$ cat config.mk
export PLATFORM = sky130hd
export DESIGN_NAME = pipe_stage_reg
export DESIGN_NICKNAME = d
export VERILOG_FILES = /design/src/rtl/pipe_pkg.sv /design/src/rtl/pipe_slot.sv /design/src/rtl/pipe_stage_reg.sv
export SDC_FILE = /design/constraint.sdc
export NUM_CORES = 1
export LEC_CHECK = 0
export BUFFER_PORTS_ARGS = -buffer_cell sky130_fd_sc_hd__buf_2
export CAP_MARGIN = 40
export CORE_ASPECT_RATIO = 0.75
export CORE_UTILIZATION = 40
export DETAILED_ROUTE_END_ITERATION = 6
export HOLD_SLACK_MARGIN = 0.05
export SLEW_MARGIN = 40
export SYNTH_ARGS = -nofsm -noshare
export SYNTH_HDL_FRONTEND = slang
export SYNTH_SLANG_ARGS = --single-unit
export TNS_END_PERCENT = 50
$ cat constraint.sdc
create_clock -name clk -period 2.9 [get_ports clk]
set_input_delay 0.29 -clock clk [delete_from_list [all_inputs] [get_ports clk]]
set_output_delay 0.29 -clock clk [all_outputs]
set_load 0.01 [all_outputs]
$ cat src/rtl/pipe_pkg.sv
// Shared constants for the CPU inter-stage registers: payload widths,
// write-enable bit positions and performance-counter widths.
package pipe_pkg;

    localparam int RegAddrWidth = 5;
    localparam int RegDataWidth = 32;

    // target, ALU data, mem data, hi, lo concatenated by the instantiator
    localparam int MEM_WB_DATA_WIDTH = RegAddrWidth + 4 * RegDataWidth;
    localparam int EX_MEM_DATA_WIDTH = RegAddrWidth + 3 * RegDataWidth;

    localparam int PIPE_WE_WIDTH   = 4;
    localparam int WE_WRITEREG     = 0;
    localparam int WE_HI           = 1;
    localparam int WE_LO           = 2;
    localparam int WE_MEM_OR_ALU   = 3;

    localparam int STALL_CNT_W     = 32;
    localparam int FLUSH_CNT_W     = 16;

endpackage

$ cat src/rtl/pipe_slot.sv
// One {valid, data, wen} holding register. Clear drops only the valid bit;
// data loads only when written.
module pipe_slot #(
    parameter int              DW         = 32,
    parameter int              WW         = 4,
    parameter logic [DW-1:0]   RESET_DATA = '0
) (
    input  logic          clk,
    input  logic          rst,
    input  logic          i_load,
    input  logic          i_clr,
    input  logic [DW-1:0] i_d,
    input  logic [WW-1:0] i_w,
    output logic          o_v,
    output logic [DW-1:0] o_d,
    output logic [WW-1:0] o_w
);

    logic          r_v;
    logic [DW-1:0] r_d;
    logic [WW-1:0] r_w;

    always_ff @(posedge clk or posedge rst) begin
        if (rst) begin
            r_v <= 1'b0;
            r_d <= RESET_DATA;
            r_w <= '0;
        end else if (i_clr) begin
            r_v <= 1'b0;
        end else if (i_load) begin
            r_v <= 1'b1;
            r_d <= i_d;
            r_w <= i_w;
        end
    end

    assign o_v = r_v;
    assign o_d = r_d;
    assign o_w = r_w;

endmodule

$ cat src/rtl/pipe_stage_reg.sv
// Elastic pipeline-stage register with a 2-entry skid, hold and flush.
// Define PIPE_STAGE_PERF_CNT_EN to add saturating stall_cnt / flush_cnt outputs.
module pipe_stage_reg
    import pipe_pkg::*;
#(
    parameter int                    DATA_WIDTH = 32,
    parameter int                    WE_WIDTH   = PIPE_WE_WIDTH,
    parameter logic [DATA_WIDTH-1:0] RESET_DATA = '0
) (
    input  logic                  clk,
    input  logic                  rst,
    input  logic                  hold,
    input  logic                  flush,
    input  logic                  in_valid,
    output logic                  in_ready,
    input  logic [DATA_WIDTH-1:0] in_data,
    input  logic [WE_WIDTH-1:0]   in_wen,
    output logic                  out_valid,
    input  logic                  out_ready,
    output logic [DATA_WIDTH-1:0] out_data,
    output logic [WE_WIDTH-1:0]   out_wen,
`ifdef PIPE_STAGE_PERF_CNT_EN
    output logic [STALL_CNT_W-1:0] stall_cnt,
    output logic [FLUSH_CNT_W-1:0] flush_cnt,
`endif
    output logic [1:0]            occ
);

    logic                  w_main_v, w_skid_v;
    logic [DATA_WIDTH-1:0] w_main_d, w_skid_d, w_main_din;
    logic [WE_WIDTH-1:0]   w_main_w, w_skid_w, w_main_win;
    logic                  w_acc, w_iss;
    logic                  w_main_load, w_main_clr, w_skid_load, w_skid_clr;

    // in_ready depends only on registered skid state, never on out_ready
    assign in_ready  = !rst && !hold && !flush && !w_skid_v;
    assign out_valid = w_main_v && !hold && !flush;
    assign w_acc     = in_valid && in_ready;
    assign w_iss     = out_valid && out_ready;

    // acc/iss are already zero under hold or flush, so only flush needs gating
    assign w_main_load = (w_skid_v && w_iss) || (w_acc && (!w_main_v || w_iss));
    assign w_main_clr  = flush || (w_iss && !w_acc && !w_skid_v);
    assign w_skid_load = w_acc && w_main_v && !w_iss;
    assign w_skid_clr  = flush || (w_skid_v && w_iss);

    assign w_main_din = w_skid_v ? w_skid_d : in_data;
    assign w_main_win = w_skid_v ? w_skid_w : in_wen;

    pipe_slot #(.DW(DATA_WIDTH), .WW(WE_WIDTH), .RESET_DATA(RESET_DATA)) u_main (
        .clk    (clk),
        .rst    (rst),
        .i_load (w_main_load),
        .i_clr  (w_main_clr),
        .i_d    (w_main_din),
        .i_w    (w_main_win),
        .o_v    (w_main_v),
        .o_d    (w_main_d),
        .o_w    (w_main_w)
    );

    pipe_slot #(.DW(DATA_WIDTH), .WW(WE_WIDTH), .RESET_DATA(RESET_DATA)) u_skid (
        .clk    (clk),
        .rst    (rst),
        .i_load (w_skid_load),
        .i_clr  (w_skid_clr),
        .i_d    (in_data),
        .i_w    (in_wen),
        .o_v    (w_skid_v),
        .o_d    (w_skid_d),
        .o_w    (w_skid_w)
    );

    assign out_data = w_main_d;
    assign out_wen  = out_valid ? w_main_w : '0;
    assign occ      = {1'b0, w_main_v} + {1'b0, w_skid_v};

`ifdef PIPE_STAGE_PERF_CNT_EN
    logic [STALL_CNT_W-1:0] r_stall_cnt;
    logic [FLUSH_CNT_W-1:0] r_flush_cnt;

    always_ff @(posedge clk or posedge rst) begin
        if (rst) begin
            r_stall_cnt <= '0;
            r_flush_cnt <= '0;
        end else begin
            if (w_main_v && !w_iss && !flush && r_stall_cnt != '1)
                r_stall_cnt <= r_stall_cnt + STALL_CNT_W'(1);
            if (flush && occ != 2'd0 && r_flush_cnt != '1)
                r_flush_cnt <= r_flush_cnt + FLUSH_CNT_W'(1);
        end
    end

    assign stall_cnt = r_stall_cnt;
    assign flush_cnt = r_flush_cnt;
`endif

endmodule

; ---- After elaboration in Yosys (flattened, before gate mapping)
; Cells that the tools add are included.
[word_totals]
inputBits = 42
output_inout_bits = 40
ff_bits = 74
elab_cells = 44
[op_classes]
n_bitwise = 2
add_sub_neg = 1
muxes = 7
reduce_logical = 28
[ops]
columns = cell, n
row1 = 2-to-1 mux 32 bit, 1
row2 = logical AND 1 bit, 13
row3 = 2-to-1 mux 4 bit, 2
row4 = zero test 1 bit, 7
row5 = logical OR 1 bit, 4
row6 = 2-to-1 mux 1 bit, 4
row7 = AND reduction 2 bit, 2
row8 = nonzero test 2 bit, 2
row9 = adder 1 x 1 -> 2 bit, 1
row10 = NOT 1 bit, 2

; ---- Depth between registers and ports, before layout
; Gate-level depths: netlist of run 1.
[depth]
depth_word = 11
ltp_mapped = 6
depth_no_buf = 4

; ---- Cells and area by module
; A second synthesis of run 1 with hierarchy kept.
[hier_totals]
hier_cells = 221
hier_area_um2 = 3880.0
[by_module_without_submodules]
columns = module, cells_each, seq_area_each_um2, instances, area_per_inst_um2
row1 = pipe_slot, 81, 925.9, 2, 1549.0
row2 = pipe_stage_reg, 59, 0.0, 1, 782.0

; ---- Worst setup path before layout of run 1
; Ideal clock, no wire load.
[synth_timing]
path_kind = register to register
start = reg u_skid.r_v, in the netlist u_skid.o_v
end = reg u_main.r_d[0], in the netlist u_main.o_d[0]
t_arrival_ns = 1.728
stages_incl_launch_ff = 7
setup_slack_ns = 1.047
period_less_slack_ns = 1.853
setup_time_ns = 0.125
required_time_ns = 2.775
path_buffers = 2
path_cell_list = dfrtp_1 > nor4_4 > a32oi_1 > a21o_1 > buf_4 > buf_6 > mux2_4
[synth_via]
elab_chain_len = 9
elab_cells_between_ends = 13
cone_classes = 1 x mux / 1 x bitwise / 11 x reduce/logical
[synth_lines]
columns = element, line
row1 = "start, declared", pipe_slot.sv:19  ; logic r_v;
row2 = "start signal, assigned", pipe_slot.sv:25  ; r_v <= 1'b0;
row3 = "start signal, assigned", pipe_slot.sv:29  ; r_v <= 1'b0;
row4 = "start signal, assigned", pipe_slot.sv:31  ; r_v <= 1'b1;
row5 = zero test 1 bit *, pipe_stage_reg.sv:36  ; assign in_ready = !rst && !hold && !flush && !w_skid_v;
row6 = logical AND 1 bit *, pipe_stage_reg.sv:36
row7 = named net in_ready, pipe_stage_reg.sv:15  ; output logic in_ready,
row8 = logical AND 1 bit *, pipe_stage_reg.sv:38  ; assign w_acc = in_valid && in_ready;
row9 = zero test 1 bit, pipe_stage_reg.sv:43  ; assign w_main_clr = flush || (w_iss && !w_acc && !w_skid_v);
row10 = logical AND 1 bit (2 in a row), pipe_stage_reg.sv:43
row11 = logical OR 1 bit, pipe_stage_reg.sv:43
row12 = NOT 1 bit (no source line), -
row13 = AND reduction 2 bit (no source line) *, -
row14 = "end signal, assigned", pipe_slot.sv:32  ; r_d <= i_d;
row15 = "end, declared", pipe_slot.sv:20  ; logic [DW-1:0] r_d;
; The timed path passes the listed nets; every way through them passes the cells marked *.
; A chain may end at the register's enable or synchronous reset.

; ---- Worst setup path in the final report of run 1
[layout_timing]
start = reg u_main.r_v, in the netlist u_main.o_v
end = reg u_main.r_w[1], in the netlist u_main.o_w[1]
[layout_via]
elab_chain_len = 8
elab_cells_between_ends = 13
cone_classes = 1 x bitwise / 12 x reduce/logical
[layout_lines]
columns = element, line
row1 = "start, declared", pipe_slot.sv:19
row2 = "start signal, assigned", pipe_slot.sv:25
row3 = "start signal, assigned", pipe_slot.sv:29
row4 = "start signal, assigned", pipe_slot.sv:31
row5 = logical AND 1 bit (2 in a row), pipe_stage_reg.sv:37  ; assign out_valid = w_main_v && !hold && !flush;
row6 = logical AND 1 bit, pipe_stage_reg.sv:39  ; assign w_iss = out_valid && out_ready;
row7 = logical AND 1 bit (2 in a row), pipe_stage_reg.sv:43
row8 = logical OR 1 bit, pipe_stage_reg.sv:43
row9 = NOT 1 bit (no source line), -
row10 = AND reduction 2 bit (no source line) *, -
row11 = "end signal, assigned", pipe_slot.sv:33  ; r_w <= i_w;
row12 = "end, declared", pipe_slot.sv:21  ; logic [WW-1:0] r_w;
; Every way passes the cells marked *; elsewhere a longest branch is shown, timed or not.

==> flow_summary_export.csv, run 1 <==
group,metric,value,unit
run_status,status,"finished clean",
cts,clk_pin_slew_worst_paths,60,ps
timing,fmax,450,MHz
placed_design,finalWeightedCongestion,0.773,
worst_setup_path,crit_type,"reg2reg",
worst_setup_path,worstReg2RegEnd,"u_main.o_w[1]",
worst_setup_path,max_stage_delay,570,ps
global_route,grt_pass1_vias,2123,
global_route,antenna_found_initial,0,
route,vias_per_cell,4.89,
route,drc_errors,0,
cts,clock_path_buffers,2,
cts,clkSinkCount,74,
final_layout,final_nets,343,
placed_design,portBuffers,81,
worst_setup_path,r2r_setup_slack,680,ps
final_layout,drive_above_1_share,53.4,%
cts,root_buffer,"clkbuf_16",
yosys,async_flop_share,100,%
global_route,grt_use_total,17.1,%
timing,hold_viol_final,0,
die,ios,82,
timing,setup_viol,0,
timing,rsz0062_at_grt,"no",
worst_setup_path,reg2reg_from,"u_main.o_v",
die,core-area,8090,sq um
die,rows,28,
route,vias,2006,
route,drtAntennaViolNets,0,
worst_setup_path,cp.required,3120,ps
yosys,synth_top_area_share,54.2,%
global_route,overflow,0,
global_route,grt_first_pass_wirelength,10.9,mm
power_and_ir_drop,p_leak,2.20,nW
yosys,syn_area,3420,sq um
yosys,ys_seq_elements,74,
yosys,ys_types,21,
timing,fin_ws,678,ps
cts,tritoncts,"yes",
flow_run,cap_violations,0,
yosys,syn-num-nets,256,
final_layout,areaGrowthSynthToFinish,23.2,%
worst_setup_path,r2r_cells,5,
worst_setup_path,arrival,2440,ps
cts,cts_max_level,3,
timing,period_share,76.6,%
worst_setup_path,cp_top_family,"compound AO/OA/AOI/OAI gates",
cts,post_cts_resized,0,
cts,cts_buffers,9,
yosys,netlist_instances,213,
timing,finClkSkew,5.19,ps
timing,finalSetupTns,0,ps
route,first_iter_violations,40,
die,die_x,109,um
route,wl_per_cell,16.3,um
timing,slew_headroom,54.3,%
yosys,synth_edf_count,0,
yosys,yosys_warnings,0,
cts,insertion_delay,330,ps
route,dr.pass1.iters,4,
worst_setup_path,worst_path_max_delay_cell,"a21o_2",
worst_setup_path,cp_max_fo,22,
timing,fin_crit,2220,ps
hold_path,hp-class,"in2async",
final_layout,diodes,0,
worst_setup_path,crit_buf_inv,1,
timing,tightestPinTransition,685,ps
worst_setup_path,endpoint_kind,"register",
route,wl,6.69,mm
cts,cts_hold_buf,0,
global_route,grt_max_degree,39,
die,die-area,8920,sq um
die,start_util,42.2,%
yosys,synth.most_common_cell,"dfrtp_1",
placed_design,dp_hpwl,4.52,mm
die,die_h,82.0,um
placed_design,post-place-ws,647,ps
cts,post_cts_buffers,0,
worst_setup_path,crit_chain,"nor3b_4 -> a32oi_1 -> a21o_2 -> buf_4 -> mux2_1",
yosys,synth_top_area_cell,"dfrtp_1",
worst_setup_path,startpoint_type,"register",
yosys,ys_seq_area_share,54.2,%
yosys,synth_common_cells,"dfrtp_1, mux2_1, mux2_4",
power_and_ir_drop,power_density,667,nW/um^2
yosys,synthTopCellsByArea,"dfrtp_1, mux2_1, mux2_4",
yosys,syn_area_per_cell,16.0,sq um
worst_setup_path,worstSetupPathDepth,5,
yosys,ys.flop_type,"dfrtp_1",
power_and_ir_drop,irDropWorstVdd,0.370,mV
timing,drv_slew,0,
==> placed cells by master (no fill, tap or decap), types with 2 or more instances in the layout <==
cell and count:
dfrtp_1 73, clkinv_2 3, and2_1 4, mux2_2 27, clkbuf_16 9, clkbuf_1 4, mux2_4 30, buf_4 6
mux2_1 51, buf_2 81, nor2_1 3, nand2_1 2
==> per-stage QoR <==
step	area (sq um)	hold WS (ps)	utilization (%)	std cells	power (mW)
global route	4210	115	52.0	410	2.95
finish	4210	61.0	52.0	410	2.81
floorplan	3420	356	-	213	1.57
global placement	3930	449	48.5	394	1.76
CTS	4210	94.9	52.0	410	2.85
detailed placement	3930	450	48.5	394	1.77
==> worst max path at each step <==
| stage | start | to | slack (ps) |
|---|---|---|---|
| 2_1_floorplan | rst | u_main.o_d[0] | 730 |
| 3_3_place_gp | u_main.o_v | u_main.o_w[1] | 700 |
| 3_5_place_dp | u_main.o_v | u_main.o_w[1] | 650 |
| 4_1_cts | u_main.o_v | u_main.o_d[30] | 640 |
| 5_1_grt | u_main.o_v | u_main.o_w[1] | 560 |
| 6_report | u_main.o_v | u_main.o_w[1] | 680 |
==> state kept, by name (all words and copies together), names as in the netlist <==
| register | flops |
|---|---|
| u_main.o_d | 32 |
| u_main.o_v | 1 |
| u_main.o_w | 4 |
| u_skid.o_d | 32 |
| u_skid.o_v | 1 |
| u_skid.o_w | 4 |
==> worst register-to-register path, cell delays in order (launching register included) <==
cell and delay [ps]:
dfrtp_1 450, nor3b_4 210, a32oi_1 210, a21o_2 570, buf_4 340, mux2_1 330
==> power by group <==
group / leakage [nW] / internal (mW) / total (mW) / switching [mW]
Combinational: 1.11 / 0.278 / 0.469 / 0.190
Clock: 0.138 / 0.664 / 1.06 / 0.393
Sequential: 0.955 / 1.19 / 1.28 / 0.0915
Total: 2.20 / 2.13 / 2.81 / 0.675
==> cells by family after synthesis <==
| logic type | count (synthesis) | share of synthesized area (%) |
|---|---|---|
| muxes | 108 | 38.9 |
| DFF | 74 | 54.2 |
| buffers and inverters | 13 | 2.34 |
| and+or+nand+nor | 12 | 3.08 |
| AOI/OAI and AO/OA | 5 | 1.10 |
| adders and majority gates | 1 | 0.366 |
==> layout make-up <==
class / count / area [sq um]
clock buffers: 13 / 240
clock inverters: 3 / 40.0
fillers: 692 / 3880
inverters: 2 / 8.76
multi-input cells: 126 / 1490
flip-flops and latches: 74 / 1850
well taps: 105 / 131
repair buffers: 87 / 450
==> per-layer routing <==
metal  up-vias  part of all wire, %  track usage [%]
met5         -                    0                0
met1      1001                   47             21.3
met3         9                  6.0             6.59
met4         0                  1.4             6.35
met2        58                   45             27.0
li1        938                    -                -
No activity file was read; power rests on OpenSTA's default activity.
==> run 2: changes to the inputs <==
--- a/config.mk
+++ b/config.mk
@@ -5,6 +5,7 @@
 export SDC_FILE = /design/constraint.sdc
 export NUM_CORES = 1
 export LEC_CHECK = 0
+export ABC_AREA = 1
 export BUFFER_PORTS_ARGS = -buffer_cell sky130_fd_sc_hd__buf_2
 export CAP_MARGIN = 40
 export CORE_ASPECT_RATIO = 0.75
==> constraint.sdc (replaced) <==
create_clock -name clk -period 2.19 [get_ports clk]
set_input_delay 0.219 -clock clk [delete_from_list [all_inputs] [get_ports clk]]
set_output_delay 0.219 -clock clk [all_outputs]
set_load 0.01 [all_outputs]
==> flow_summary_export.csv, run 2 <==
group,metric,value,unit
final_layout,mostFrequentLayoutCell,"buf_2",
power_and_ir_drop,irDropWorstVdd,0.495,mV
power_and_ir_drop,power_density,842,nW/um^2
yosys,synth_top_area_share,49.1,%
yosys,syn_area,3770,sq um
global_route,grt_max_degree,76,
yosys,ys_seq_elements,74,
cts,post_cts_resized,0,
placed_design,portBuffers,81,
worst_setup_path,max_stage_delay,520,ps
run_status,status,"finished clean",
worst_setup_path,crit_type,"reg2out",
yosys,yosys_warnings,0,
flow_run,cap_violations,0,
hold_path,hp-class,"in2reg",
route,drtAntennaViolNets,0,
worst_setup_path,crit_chain,"buf_4 -> ha_1 -> buf_2",
yosys,netlist_instances,429,
timing,rsz0062_at_grt,"no",
timing,setup_viol,0,
cts,tritoncts,"yes",
global_route,antenna_found_initial,0,
route,dr.pass1.iters,4,
die,core-area,9080,sq um
worst_setup_path,startpoint_type,"register",
die,die_h,86.1,um
final_layout,layout_common_cells,"buf_2, nand2_1, nand3_1",
yosys,synth.most_common_cell,"nand2_1",
global_route,overflow,0,
timing,drv_slew,0,
global_route,grt_use_total,19.1,%
timing,finClkSkew,4.00,ps
global_route,grt_first_pass_wirelength,14.3,mm
yosys,syn_area_per_cell,8.78,sq um
yosys,synthTopCellsByArea,"dfrtp_1, nand3_1, o21ai_2",
die,die_x,114,um
die,ios,82,
final_layout,final_nets,546,
worst_setup_path,cp.required,1970,ps
worst_setup_path,cp_max_fo,75,
timing,period_share,88.0,%
die,die-area,9820,sq um
yosys,synth_edf_count,0,
timing,fmax,519,MHz
placed_design,placed_area,4220,sq um
yosys,synth_common_cells,"nand2_1, nand3_1, dfrtp_1",
die,start_util,41.5,%
route,vias,2994,
yosys,ys.flop_type,"dfrtp_1",
cts,cts_buffers,9,
worst_setup_path,cp_top_family,"buffers and inverters",
cts,clock_path_buffers,2,
cts,insertion_delay,330,ps
cts,root_buffer,"clkbuf_16",
yosys,syn-num-nets,472,
route,vias_per_cell,4.71,
final_layout,areaGrowthSynthToFinish,20.8,%
yosys,ys_types,20,
yosys,synth_top_area_cell,"dfrtp_1",
placed_design,dp_hpwl,5.53,mm
route,wl,8.42,mm
cts,clk_pin_slew_worst_paths,50,ps
timing,slew_headroom,57.9,%
route,wl_per_cell,13.3,um
worst_setup_path,crit_buf_inv,2,
final_layout,fillers,929,
worst_setup_path,arrival,1710,ps
final_layout,drive_above_1_share,36.3,%
route,first_iter_violations,179,
cts,post_cts_buffers,0,
cts,cts_max_level,3,
placed_design,finalWeightedCongestion,0.728,
global_route,grt_pass1_vias,2953,
worst_setup_path,endpoint_kind,"output port",
timing,hold_viol_final,0,
route,drc_errors,0,
cts,cts_hold_buf,1,
timing,finalSetupTns,0,ps
power_and_ir_drop,p_leak,2.41,nW
worst_setup_path,worst_path_max_delay_cell,"buf_4",
timing,tightestPinTransition,632,ps
final_layout,finalInstanceArea,4550,sq um
yosys,async_flop_share,100,%
yosys,ys_seq_area_share,49.1,%
timing,fin_crit,1930,ps
die,rows,30,
cts,clkSinkCount,74,
final_layout,diodes,0,
[run 2: cell count changes after synthesis, moves of 4 or more]
cell	delta
and2_1	-4
buf_2	+5
buf_4	+7
buf_6	+7
inv_1	+46
mux2_1	-51
mux2_2	-27
mux2_4	-30
nand2_1	+77
nand2_2	+35
nand3_1	+75
nor2_1	+5
o21ai_0	+36
o21ai_2	+36
[run 2: layer usage]
metal	up-vias	global-route usage, %	part of all wire (%)
met2	72	30.0	45
li1	1524	-	-
met1	1389	25.6	48
met5	-	0	0
met3	9	5.87	5.8
met4	0	5.31	1.0
[run 2: worst min-delay path, delay by kind of cell]
family | cells | cell delay (ps)
AOI/OAI and AO/OA | 1 | 60
buffers and inverters | 2 | 160
[run 2: metrics by stage]
step | hold slack, ps | worst slack, ps | cells | total power [mW] | util (%)
3_5_place_dp | 103 | 535 | 619 | 2.28 | 46.5
3_3_place_gp | 111 | 599 | 619 | 2.26 | 46.5
2_1_floorplan | 375 | 89.4 | 429 | 2.05 | -
6_report | 146 | 262 | 635 | 3.83 | 50.1
4_1_cts | 139 | 215 | 635 | 3.90 | 50.1
5_1_grt | 146 | 135 | 635 | 4.03 | 50.1
[run 2: path summary, 6_finish.rpt]
| kind | startpoint | endpoint | slack (ps) | cells past startpoint |
|---|---|---|---|---|
| worst max-delay path | u_skid.o_v | occ[0] | 260 | 3 |
| worst min-delay path | in_wen[2] | u_skid.o_w[2] | 150 | 3 |
| worst max register to register | u_skid.o_v | u_skid.o_d[14] | 540 | 7 |
| worst min register to register | u_skid.o_d[23] | u_skid.o_d[23] | 480 | 2 |
| max in group asynchronous | rst | u_skid.o_v | 1150 | 4 |
| min in group asynchronous | rst | u_main.o_w[2] | 310 | 3 |
[run 2: cell families (layout without fill, tap and decap cells)]
logic type	Yosys count	in the layout	synth area share (%)
adder cells (fa/ha/maj)	1	1	0.332
AO/OA/AOI/OAI	74	74	13.5
flip-flops	74	74	49.1
buffers and inverters	78	156	10.9
AND/OR/NAND/NOR	202	202	26.2
[run 2: layout make-up]
type / instances / area (sq um) / share of cell area (%)
sequential: 74 / 1850 / 40.7
multi-input combinational: 277 / 1520 / 33.4
timing repair buffer: 92 / 515 / 11.3
clock buffer: 13 / 260 / 5.72
inverter: 49 / 185 / 4.07
tap: 128 / 160 / 3.52
clock inverter: 2 / 60.1 / 1.32
[run 2: power breakdown]
group	total (mW)	leakage (nW)	switching (mW)	internal [mW]
sequential	1.68	0.969	0.109	1.57
clock	1.59	0.156	0.532	1.05
combinational	0.573	1.29	0.322	0.251
